## src/rtl/cpu_pkg.sv

```systemverilog
// cpu_pkg: shared CPU constants, PC-unit FSM state and branch-offset helper.
package cpu_pkg;

    localparam logic [31:0] RESET_ADDR = 32'h0000_3000;
    localparam logic [31:0] EXC_ADDR   = 32'h0000_4180;
    localparam logic [31:0] IMEM_BASE  = 32'h0000_3000;

    typedef enum logic {
        RUN     = 1'b0,
        HANDLER = 1'b1
    } pc_state_t;

    // Word offset to byte offset, sign-extended wide enough for any caller.
    function automatic logic [63:0] sext_sh2(input logic [15:0] imm);
        return {{46{imm[15]}}, imm, 2'b00};
    endfunction

endpackage

```

## src/rtl/npc_mux.sv

```systemverilog
// npc_mux: combinational next-PC select, target arithmetic and EPC/FSM update.
module npc_mux
    import cpu_pkg::*;
#(
    parameter int                ADDR_W   = 32,
    parameter logic [ADDR_W-1:0] EXC_ADDR = ADDR_W'(cpu_pkg::EXC_ADDR)
) (
    input  pc_state_t         state,
    input  logic [ADDR_W-1:0] pc,
    input  logic [ADDR_W-1:0] epc,
    input  logic              stall,
    input  logic              br_taken,
    input  logic [ADDR_W-1:0] id_pc,
    input  logic [15:0]       imm16,
    input  logic              j_en,
    input  logic [25:0]       j_index,
    input  logic              jr_en,
    input  logic [ADDR_W-1:0] jr_target,
    input  logic              jr_bad,
    input  logic              exc_req,
    input  logic [ADDR_W-1:0] exc_pc,
    input  logic              eret,
    output logic [ADDR_W-1:0] npc,
    output logic              epc_we,
    output logic [ADDR_W-1:0] epc_d,
    output pc_state_t         state_d,
    output logic              fault_d
);

    logic [ADDR_W-1:0] seq;
    logic [ADDR_W-1:0] id_p4;
    logic [ADDR_W-1:0] br_tgt;
    logic [ADDR_W-1:0] j_tgt;
    logic [ADDR_W-1:0] jr_tgt;

    assign seq    = pc + ADDR_W'(4);
    assign id_p4  = id_pc + ADDR_W'(4);
    assign br_tgt = id_p4 + ADDR_W'(sext_sh2(imm16));
    assign j_tgt  = {id_p4[ADDR_W-1:28], j_index, 2'b00};
    assign jr_tgt = {jr_target[ADDR_W-1:2], 2'b00};

    always_comb begin
        npc     = seq;
        epc_we  = 1'b0;
        epc_d   = exc_pc;
        state_d = state;
        fault_d = 1'b0;
        if (state == RUN && exc_req) begin
            npc     = EXC_ADDR;
            epc_we  = 1'b1;
            state_d = HANDLER;
        end else if (state == HANDLER && eret) begin
            npc     = epc;
            state_d = RUN;
        end else if (stall) begin
            npc = pc;
        end else if (jr_en && jr_bad) begin
            // A bad jr inside the handler only flags; it never nests.
            fault_d = 1'b1;
            if (state == RUN) begin
                npc     = EXC_ADDR;
                epc_we  = 1'b1;
                epc_d   = jr_target;
                state_d = HANDLER;
            end
        end else if (jr_en) begin
            npc = jr_tgt;
        end else if (j_en) begin
            npc = j_tgt;
        end else if (br_taken) begin
            npc = br_tgt;
        end
    end

endmodule

```

## src/rtl/pc_unit.sv

```systemverilog
// pc_unit: IF-stage fetch PC, EPC and RUN/HANDLER FSM for the pipelined core.
// Optional jr target checking is enabled by defining ALIGN_CHECK_EN.
module pc_unit
    import cpu_pkg::*;
#(
    parameter int                ADDR_W     = 32,
    parameter logic [ADDR_W-1:0] RESET_ADDR = ADDR_W'(cpu_pkg::RESET_ADDR),
    parameter logic [ADDR_W-1:0] EXC_ADDR   = ADDR_W'(cpu_pkg::EXC_ADDR),
    parameter logic [ADDR_W-1:0] IMEM_BASE  = ADDR_W'(cpu_pkg::IMEM_BASE),
    parameter int                IDX_W      = 10
) (
    input  logic              clk,
    input  logic              reset,
    input  logic              stall,
    input  logic              br_taken,
    input  logic [ADDR_W-1:0] id_pc,
    input  logic [15:0]       imm16,
    input  logic              j_en,
    input  logic [25:0]       j_index,
    input  logic              jr_en,
    input  logic [ADDR_W-1:0] jr_target,
    input  logic              exc_req,
    input  logic [ADDR_W-1:0] exc_pc,
    input  logic              eret,
    output logic [ADDR_W-1:0] pc,
    output logic [IDX_W-1:0]  pc_idx,
    output logic [ADDR_W-1:0] pc_plus8,
    output logic [ADDR_W-1:0] epc,
    output logic              in_handler,
    output logic              fault
);

    pc_state_t         state;
    pc_state_t         state_d;
    logic [ADDR_W-1:0] npc;
    logic [ADDR_W-1:0] epc_d;
    logic [ADDR_W-1:0] off;
    logic              epc_we;
    logic              fault_d;
    logic              jr_bad;

    assign off        = pc - IMEM_BASE;
    assign pc_idx     = IDX_W'(off >> 2);
    assign pc_plus8   = pc + ADDR_W'(8);
    assign in_handler = (state == HANDLER);

`ifdef ALIGN_CHECK_EN
    logic [ADDR_W-1:0] jr_off;

    // Below-base targets wrap to a huge offset and fail the window test.
    assign jr_off = jr_target - IMEM_BASE;
    assign jr_bad = (jr_target[1:0] != 2'b00)
                 || ((jr_off >> (IDX_W + 2)) != '0);
`else
    assign jr_bad = 1'b0;
`endif

    npc_mux #(
        .ADDR_W   (ADDR_W),
        .EXC_ADDR (EXC_ADDR)
    ) u_npc_mux (
        .state     (state),
        .pc        (pc),
        .epc       (epc),
        .stall     (stall),
        .br_taken  (br_taken),
        .id_pc     (id_pc),
        .imm16     (imm16),
        .j_en      (j_en),
        .j_index   (j_index),
        .jr_en     (jr_en),
        .jr_target (jr_target),
        .jr_bad    (jr_bad),
        .exc_req   (exc_req),
        .exc_pc    (exc_pc),
        .eret      (eret),
        .npc       (npc),
        .epc_we    (epc_we),
        .epc_d     (epc_d),
        .state_d   (state_d),
        .fault_d   (fault_d)
    );

    always_ff @(posedge clk or posedge reset) begin
        if (reset) begin
            pc    <= RESET_ADDR;
            epc   <= '0;
            state <= RUN;
            fault <= 1'b0;
        end else begin
            pc    <= npc;
            state <= state_d;
            fault <= fault_d;
            if (epc_we) begin
                epc <= epc_d;
            end
        end
    end

endmodule

```

## config.mk

```make
export PLATFORM = sky130hd
export DESIGN_NAME = pc_unit
export DESIGN_NICKNAME = d
export VERILOG_FILES = /design/src/rtl/cpu_pkg.sv /design/src/rtl/npc_mux.sv /design/src/rtl/pc_unit.sv
export SDC_FILE = /design/constraint.sdc
export NUM_CORES = 1
export LEC_CHECK = 0
export CAP_MARGIN = 25
export CORE_AREA = 4 4 203 106
export DETAILED_ROUTE_END_ITERATION = 10
export DIE_AREA = 0 0 207 110
export GPL_ROUTABILITY_DRIVEN = 1
export HOLD_SLACK_MARGIN = 0.12
export MAX_ROUTING_LAYER = met4
export PLACE_DENSITY = 0.69
export SYNTH_ARGS = -nofsm -noshare
export SYNTH_HDL_FRONTEND = slang
export SYNTH_HIERARCHICAL = 1
export SYNTH_SLANG_ARGS = --single-unit
```

## constraint.sdc

```tcl
create_clock -name clk -period 3.8 [get_ports clk]
set_clock_uncertainty 0.2 [all_clocks]
set_input_delay 0.95 -clock clk [delete_from_list [all_inputs] [get_ports clk]]
set_output_delay 0.95 -clock clk [all_outputs]
set_load 0.03 [all_outputs]
```

==> flow_metrics.env, run 1 <==
export IMPL_status="complete, but fails checks"
export IMPL_violations="slew limit, setup timing"
export IMPL_grt_overflow=0
export IMPL_gp_congestion=1.07
export IMPL_top_layer="met4"
export IMPL_dpl_cell_area_um2=11800
export IMPL_viasPerCell=5.72
export IMPL_fp_dieH_um=110
export IMPL_drive_gt1_share_pct=29.4
export IMPL_p_leak_nw=5.40
export IMPL_wl_mm=36.6
export IMPL_pwr_share_clk_pct=16.3
export IMPL_synth_area_per_cell_um2=7.81
export IMPL_required_ns=3.83
export IMPL_cp_common_cell="buf_6"
export IMPL_vdd_drop_max_mv=0.214
export IMPL_wl_met1_mm=14.8
export IMPL_final_max_slew_viol_count=33
export IMPL_utilization_pct=66.0
export IMPL_tritoncts="done"
export IMPL_setup_ws_ns=-0.0649
export IMPL_antenna_found_initial=1
export IMPL_synth_seq_area_share_pct=21.3
export IMPL_fillerInstances=1676
export IMPL_rsz0062_at_grt="yes"
export IMPL_crit_type="primary input to flip-flop"
export IMPL_final_cell_area_um2=12800
export IMPL_combPwrFrac_pct=62.5
export IMPL_coreArea_um2=19500
export IMPL_max_slew_margin_pct=-230
export IMPL_max_slew_worst_pin_slew_ns=4.91
export IMPL_max_freq_ghz=0.259
export IMPL_critPathLaunchType="primary input"
export IMPL_yosys_warnings=6
export IMPL_numCtsBuffers=9
export IMPL_dr_wl_met2_mm=17.6
export IMPL_grt_pass1_vias=9668
export IMPL_internal_power_mw=2.88
export IMPL_drv_cap=0
export IMPL_htreeDepth=3
export IMPL_syn_to_final_growth_pct=65.0
export IMPL_clkSlewWorstSetupHoldPaths_ns=0.05
export IMPL_synth_top_area_cell="dfrtp_1"
export IMPL_num_rows=36
export IMPL_end_kind="flip-flop"
export IMPL_die_area_um2=22800
export IMPL_ys_flop_type="dfrtp_1"
export IMPL_firstDrtPassIters=5
export IMPL_dp_hpwl_mm=28.3
export IMPL_cts_root_buf="clkbuf_16"
export IMPL_start_util_pct=40.0
export IMPL_p_per_area_nw_per_um2=412
export IMPL_tns_ns=-0.128
export IMPL_routedWlPerCell_um=21.7
export IMPL_final_antenna_net_count=0
export IMPL_min_path_type="flip-flop to flip-flop"
export IMPL_crit_chain="buf_6, nand4_1, buf_4, nor3_4, buf_6, and2_4, nand2_4, xnor2_2, ha_1, a21o_1, a21oi_2, nor2_1, o211a_1, or2_4, a41oi_2, xor2_1, nand3_1, a22o_1"
export IMPL_min_period_over_period_pct=102
export IMPL_seqPwrFrac_pct=21.2
export IMPL_vias=9649
export IMPL_clk_latency_ns=0.35
export IMPL_drt_iter0_drc=876
export IMPL_grt_total_usage_pct=31.5
export IMPL_finalHoldViolations=0
export IMPL_layout_nets=1600
export IMPL_drcViolationCount=0
export IMPL_worstPathMaxFanout=5
export IMPL_slowest_delay_ns=0.27
export IMPL_cts_sinks=66
export IMPL_grt_pass1_wl_mm=55.1
export IMPL_synth_edf_count=0
export IMPL_ys_seq_elements=66
export IMPL_postSynthCellCount=996
export IMPL_cts_buffer_depth=2
export IMPL_die_w_um=207
export IMPL_critPathArrivalTime_ns=3.90
export IMPL_ys_async_sr_fraction_pct=100
export IMPL_synth_top_area_share_pct=20.6
export IMPL_finalSetupViolCount=4
export IMPL_fin_crit_ns=3.86
export IMPL_synth_area_leaders="dfrtp_1, xnor2_1, mux2_2, ha_1, nand2_1"
export IMPL_critPathSlowestCell="ha_1"
export IMPL_grt_max_degree=67
export IMPL_syn_cell_area_um2=7780
export IMPL_switchingPower_mw=2.40
export IMPL_sw_frac_of_total_pct=45.5
export IMPL_met3WireLength_mm=3.25
export IMPL_yosysUniqueCellTypes=78
export IMPL_pin_count=254
export IMPL_io_buffer_count=253
export IMPL_pre_cts_ws_ns=-0.959
-- state kept, by name, summed over array words and instances (netlist names) --
| signal | count |
|---|---|
| epc | 32 |
| pc | 32 |
| fault | 1 |
| in_handler | 1 |
-- final cells by class --
cell class | count | area (µm²) | area share, %
inverters | 36 | 135 | 1.05
diodes | 1 | 2.50 | 0.0195
clock inverters | 3 | 40.0 | 0.312
repair buffers | 468 | 4150 | 32.3
well taps | 266 | 333 | 2.59
clock buffers | 11 | 253 | 1.97
flip-flops and latches | 66 | 1650 | 12.9
multi-input cells | 835 | 6270 | 48.8
-- power by group through the flow --
stage	logic [mW]	registers (mW)	clock network, mW
floorplan	1.25	1.51	0
global placement	3.10	1.12	0
detailed placement	3.12	1.12	0
CTS	3.19	1.11	0.870
global route	3.47	1.14	0.895
finish	3.31	1.12	0.864
-- timing repair --
action,in CTS,in global routing
hold buffers,0,0
endpoints found under the setup margin,24,23
resized for setup,113,66
setup buffers,18,13
pin swaps,65,45
-- Yosys cell counts, types with 5 or more instances --
cell type and n:
nor2b_1 6, buf_4 13, or3_1 5, o2111ai_1 6, a22oi_1 5, and2_1 7
clkbuf_1 44, a31oi_1 14, o211ai_1 11, o21a_1 6, a221oi_1 11, nor3_1 19
mux2_2 64, nand2b_1 5, nand4_1 30, o21ai_0 59, or2_2 6, xnor2_1 83
nor2_1 76, nand3_1 46, xor2_1 26, a211oi_1 12, and3_1 18, ha_1 37
a21o_1 16, o221ai_1 8, a22o_1 6, dfrtp_1 64, nand2_1 106, inv_1 36
a21oi_1 66, o22ai_1 6
-- per-stage QoR --
stage	cells	total power [mW]	hold WS, ns
6_report	1686	5.29	0.303
5_1_grt	1686	5.51	0.322
4_1_cts	1676	5.17	0.303
3_5_place_dp	1645	4.25	0.292
3_3_place_gp	1645	4.22	0.297
2_1_floorplan	999	2.76	0.421
-- routing by layer --
| layer | vias to the layer above | track usage, % |
|---|---|---|
| met5 | - | - |
| met3 | 82 | 7.61 |
| met1 | 4621 | 38.4 |
| met4 | 0 | 9.38 |
| met2 | 463 | 52.8 |
| li1 | 4483 | - |
-- cell usage in the layout, fill, tap and decap left out, types with 14 or more instances in the layout --
cell type and count:
o21ai_0 50, a21oi_1 48, nor3_1 16, a21oi_2 14, dfrtp_1 64, xnor2_1 73
a21o_1 16, nor2_1 69, xor2_1 25, ha_1 31, nand3_1 43, nand2_1 101
inv_1 33, mux2_2 64, clkdlybuf4s50_1 225, buf_4 211, nand4_1 30
-- kinds of logic (layout without fill, tap and decap cells) --
family	Yosys count	count (layout)	synth area share, %
xor gates and xnor gates	109	109	12.3
other	1	5	0.0482
AOI/OAI and AO/OA	270	270	23.1
adders and majority gates	38	38	6.21
DFF	66	66	21.3
muxes	68	68	9.78
and+or+nand+nor	346	346	22.0
buffers and inverters	98	518	5.37
-- final timing paths --
| path | cells after the start | to | slack (ns) | startpoint |
|---|---|---|---|---|
| setup / recovery | 18 | pc[26] | -0.06 | id_pc[6] |
| setup reg to reg | 10 | pc[28] | 0.74 | pc[2] |
| hold / removal | 2 | pc[13] | 0.30 | epc[13] |
| hold reg to reg | 2 | pc[13] | 0.30 | epc[13] |
| min in group asynchronous | 3 | epc[8] | 0.83 | reset |
| max in group asynchronous | 3 | pc[12] | 2.24 | reset |
-- worst max-delay path, delay by kind of cell --
| family | cells | cell delay [ns] |
|---|---|---|
| compound gates | 5 | 1.00 |
| simple gates | 7 | 0.89 |
| buf+inv | 3 | 0.41 |
| xor+xnor | 2 | 0.39 |
| fa+ha+maj | 1 | 0.27 |
No activity file was read; power rests on OpenSTA's default activity.
==> run 2: changes to the inputs <==
Settings changed: SKIP_CTS_REPAIR_TIMING set to 1.
==> flow_metrics.env, run 2 (synthesis gave the netlist of run 1 again) <==
export IMPL_rsz0062_at_grt="yes"
export IMPL_layout_commonest_cell="clkdlybuf4s50_1"
export IMPL_p_per_area_nw_per_um2=412
export IMPL_numCtsBuffers=9
export IMPL_routedWlPerCell_um=21.9
export IMPL_grt_pass1_wl_mm=54.4
export IMPL_gp_congestion=1.07
export IMPL_fin_crit_ns=3.94
export IMPL_tritoncts="done"
export IMPL_vdd_drop_max_mv=0.209
export IMPL_tns_ns=-0.332
export IMPL_max_freq_ghz=0.254
export IMPL_p_leak_nw=5.47
export IMPL_htreeDepth=3
export IMPL_violations="slew limit, setup timing"
export IMPL_start_util_pct=40.0
export IMPL_finalHoldViolations=0
export IMPL_critPathArrivalTime_ns=3.96
export IMPL_clkSlewWorstSetupHoldPaths_ns=0.06
export IMPL_drv_cap=0
export IMPL_antenna_found_initial=1
export IMPL_critPathLaunchType="primary input"
export IMPL_die_w_um=207
export IMPL_viasPerCell=5.78
export IMPL_firstDrtPassIters=6
export IMPL_required_ns=3.82
export IMPL_drt_iter0_drc=936
export IMPL_io_buffer_count=253
export IMPL_cts_root_buf="clkbuf_16"
export IMPL_finalSetupViolCount=6
export IMPL_grt_total_usage_pct=31.0
export IMPL_max_slew_margin_pct=-230
export IMPL_wl_mm=36.7
export IMPL_grt_pass1_vias=9517
export IMPL_drive_gt1_share_pct=29.4
export IMPL_syn_to_final_growth_pct=65.6
export IMPL_fp_dieH_um=110
export IMPL_mostFrequentLayoutCells="clkdlybuf4s50_1, buf_4, nand2_1"
export IMPL_pin_count=254
export IMPL_dp_hpwl_mm=28.3
export IMPL_final_antenna_net_count=0
export IMPL_die_area_um2=22800
export IMPL_worstPathMaxFanout=4
export IMPL_min_period_over_period_pct=104
export IMPL_grt_max_degree=67
export IMPL_status="complete, but fails checks"
export IMPL_num_rows=36
export IMPL_cts_sinks=66
export IMPL_cts_buffer_depth=2
export IMPL_vias=9701
export IMPL_top_regs="epc (32), pc (32)"
export IMPL_end_kind="flip-flop"
export IMPL_grt_overflow=0
export IMPL_crit_type="primary input to flip-flop"
export IMPL_coreArea_um2=19500
export IMPL_setup_ws_ns=-0.144
export IMPL_pre_cts_ws_ns=-0.959
export IMPL_clk_latency_ns=0.35
export IMPL_final_max_slew_viol_count=33
export IMPL_min_path_type="flip-flop to flip-flop"
export IMPL_fillerInstances=1699
export IMPL_max_slew_worst_pin_slew_ns=4.91
export IMPL_drcViolationCount=0
export IMPL_whs_ns=0.305
export IMPL_layout_nets=1591
run 2: cell count changes in the layout (fill, tap and decap cells not counted), sizes merged:
cell / before / now
dlymetal6s2s: 2 / 14
buf: 228 / 218
dlygate4sd2: 12 / 0
clkbuf: 12 / 13
run 2: stage by stage:
stage / instance area, µm² / std cells / util [%] / power [mW]
4_1_cts: 12100 / 1659 / 62.3 / 5.12
2_1_floorplan: 7820 / 999 / - / 2.76
5_1_grt: 12900 / 1677 / 66.2 / 5.53
3_3_place_gp: 11800 / 1645 / 60.8 / 4.22
6_report: 12900 / 1677 / 66.2 / 5.31
3_5_place_dp: 11800 / 1645 / 60.8 / 4.25
run 2: cell type report:
cell class / count / area (µm²) / area share [%]
Clock buffer: 11 / 253 / 1.96
Clock inverter: 3 / 40.0 / 0.311
Multi-Input combinational cell: 835 / 6320 / 49.0
Inverter: 36 / 135 / 1.05
Antenna cell: 1 / 2.50 / 0.0194
Tap cell: 266 / 333 / 2.58
Timing Repair Buffer: 459 / 4150 / 32.2
Sequential cell: 66 / 1650 / 12.8
run 2: final timing paths:
path,startpoint,end,slack (ns),cells after the start
hold / removal,epc[13],pc[13],0.31,2
hold reg to reg,epc[13],pc[13],0.31,2
setup reg to reg,pc[2],pc[28],0.76,10
setup / recovery,id_pc[4],pc[27],-0.14,16
min in group asynchronous,reset,epc[8],0.83,3
max in group asynchronous,reset,pc[13],2.23,3
run 2: layer usage:
metal	vias to the layer above	wire [µm]	track usage, %	part of all wire (%)
met4	0	1020	8.86	2.8
met3	92	3410	7.80	9.3
li1	4456	-	-	-
met5	-	0	-	0
met2	479	17600	52.0	48
met1	4674	14700	37.9	40
run 2: report_power, final:
part | switching [mW] | total (mW) | leakage, nW | internal, mW
Combinational | 1.86 | 3.33 | 4.53 | 1.47
Clock | 0.329 | 0.863 | 0.147 | 0.534
Sequential | 0.225 | 1.12 | 0.791 | 0.893
Total | 2.41 | 5.31 | 5.47 | 2.89
run 2: worst max-delay path: stages:
cell and delay [ns]:
buf_6 0.08, nand4_1 0.17, nor2_2 0.17, buf_4 0.13
nand2_4 0.04, xnor2_2 0.13, ha_1 0.31, and3_4 0.19
a221o_1 0.34, a21o_1 0.19, o211ai_4 0.24, o21ai_4 0.11
a211o_1 0.36, a21oi_2 0.19, mux2i_2 0.26, a31oi_1 0.10
==> run 3: changes to the inputs <==
Settings changed: GPL_TIMING_DRIVEN set to 0, PLACE_DENSITY 0.69 to 0.7.
==> flow_metrics.env, run 3 (synthesis gave the netlist of run 1 again) <==
export IMPL_status="complete, but fails checks"
export IMPL_violations="setup timing"
export IMPL_clk_latency_ns=0.34
export IMPL_rsz0062_at_grt="yes"
export IMPL_pre_cts_ws_ns=-1.26
export IMPL_dr_wl_met2_mm=17.3
export IMPL_seqPwrFrac_pct=24.9
export IMPL_final_max_slew_viol_count=0
export IMPL_dp_cells=1517
export IMPL_cts_buffer_depth=2
export IMPL_layout_commonest_cell="clkdlybuf4s50_1"
export IMPL_die_area_um2=22800
export IMPL_io_buffer_count=250
export IMPL_critPathLaunchType="primary input"
export IMPL_viasPerCell=6.03
export IMPL_wl_met1_mm=16.5
export IMPL_drive_gt1_share_pct=20.7
export IMPL_numCtsBuffers=9
export IMPL_sw_frac_of_total_pct=47.5
export IMPL_grt_pass1_vias=8630
export IMPL_min_period_over_period_pct=109
export IMPL_switchingPower_mw=2.42
export IMPL_gp_congestion=0.985
export IMPL_critPathBufInv=1
export IMPL_vdd_drop_max_mv=0.206
export IMPL_worstPathMaxFanout=3
export IMPL_antenna_found_initial=0
export IMPL_drv_cap=0
export IMPL_slowest_delay_ns=0.35
export IMPL_syn_to_final_growth_pct=52.5
export IMPL_cts_root_buf="clkbuf_16"
export IMPL_tritoncts="done"
export IMPL_max_freq_ghz=0.243
export IMPL_grt_total_usage_pct=31.8
export IMPL_cp_common_cell="nand4_1"
export IMPL_max_slew_worst_pin_slew_ns=1.01
export IMPL_end_kind="flip-flop"
export IMPL_max_slew_margin_pct=32.4
export IMPL_p_leak_nw=4.94
export IMPL_finalHoldViolations=0
export IMPL_fp_dieH_um=110
export IMPL_multi_input_area_um2=6350
export IMPL_wl_mm=38.4
export IMPL_crit_family="compound AO/OA/AOI/OAI gates"
export IMPL_drt_iter0_drc=920
export IMPL_top_regs="epc (32), pc (32)"
export IMPL_dp_hpwl_mm=29.7
export IMPL_internal_power_mw=2.67
export IMPL_finalSetupViolCount=13
export IMPL_layout_nets=1467
export IMPL_crit_type="primary input to flip-flop"
export IMPL_setup_ws_ns=-0.323
export IMPL_fillerInstances=1734
export IMPL_cts_sinks=66
export IMPL_clkSlewWorstSetupHoldPaths_ns=0.06
export IMPL_seq_area_um2=1670
export IMPL_grt_pass1_wl_mm=53.7
export IMPL_critPathArrivalTime_ns=4.20
export IMPL_htreeDepth=3
export IMPL_required_ns=3.87
export IMPL_fin_crit_ns=4.12
export IMPL_combPwrFrac_pct=58.3
export IMPL_mostFrequentLayoutCells="clkdlybuf4s50_1, nand2_1, nor2_1, xnor2_1, mux2_2"
export IMPL_grt_max_degree=46
export IMPL_die_w_um=207
export IMPL_finalPower_mw=5.09
export IMPL_grt_overflow=0
export IMPL_met3WireLength_mm=3.90
export IMPL_final_antenna_net_count=0
export IMPL_critPathSlowestCell="a221o_1"
export IMPL_n_antenna_cell=0
export IMPL_num_rows=36
export IMPL_top_layer="met4"
export IMPL_crit_chain="buf_4, nand4_1, nor2_2, nand4_1, xnor2_2, ha_1, and3_4, a221o_1, a21o_1, o211ai_2, nand2_1, xnor2_1, o221ai_1, o211ai_1, a22o_1"
export IMPL_min_path_type="flip-flop to flip-flop"
export IMPL_coreArea_um2=19500
export IMPL_routedWlPerCell_um=24.7
export IMPL_start_util_pct=40.0
export IMPL_pwr_share_clk_pct=16.8
export IMPL_drcViolationCount=0
export IMPL_firstDrtPassIters=6
export IMPL_instances_no_fill=1554
export IMPL_p_per_area_nw_per_um2=429
export IMPL_pin_count=254
export IMPL_vias=9373
## run 3: cell type report
| cell class | count | area share [%] |
|---|---|---|
| clock buffer | 9 | 1.90 |
| inverter | 36 | 1.18 |
| clock inverter | 7 | 0.580 |
| sequential | 66 | 14.0 |
| multi-input combinational | 835 | 53.5 |
| buffer | 58 | 2.32 |
| tap | 266 | 2.81 |
| timing repair buffer | 277 | 23.6 |
## run 3: metal layers
layer	vias to the layer above	GRT usage, %
met1	4594	41.4
met2	494	49.6
li1	4217	-
met4	0	5.89
met3	68	10.0
met5	-	-
## run 3: through the flow
stage               instance area (µm²)  hold WS, ns  util [%]  TNS (ns)
floorplan                          7820        0.421         -   -0.0239
global placement                  10700        0.291      54.7    -48.18
detailed placement                10700        0.292      54.9    -22.99
CTS                               11000        0.302      56.4    -19.95
global route                      11900        0.343      61.0     -4.44
finish                            11900        0.306      61.0     -2.46
## run 3: final timing paths
kind	startpoint	end	slack (ns)	depth (start not counted)
min in group asynchronous	reset	epc[3]	0.73	2
max in group asynchronous	reset	pc[12]	2.06	3
worst min register to register	epc[13]	pc[13]	0.31	2
worst max register to register	in_handler	epc[27]	0.46	6
worst min-delay path	epc[13]	pc[13]	0.31	2
worst max-delay path	id_pc[7]	pc[15]	-0.32	15
## run 3: tightest hold or removal path: cells and delay by family, from the launching register on
| family | cells | cell delay (ns) |
|---|---|---|
| simple gates | 2 | 0.12 |
| flops | 1 | 0.39 |
## run 3: power by group through the flow
stage / registers (mW) / clock network [mW] / logic [mW]
3_3_place_gp: 1.26 / 0 / 2.75
3_5_place_dp: 1.26 / 0 / 2.77
4_1_cts: 1.25 / 0.869 / 2.78
6_report: 1.27 / 0.855 / 2.97
2_1_floorplan: 1.51 / 0 / 1.25
5_1_grt: 1.30 / 0.893 / 3.10
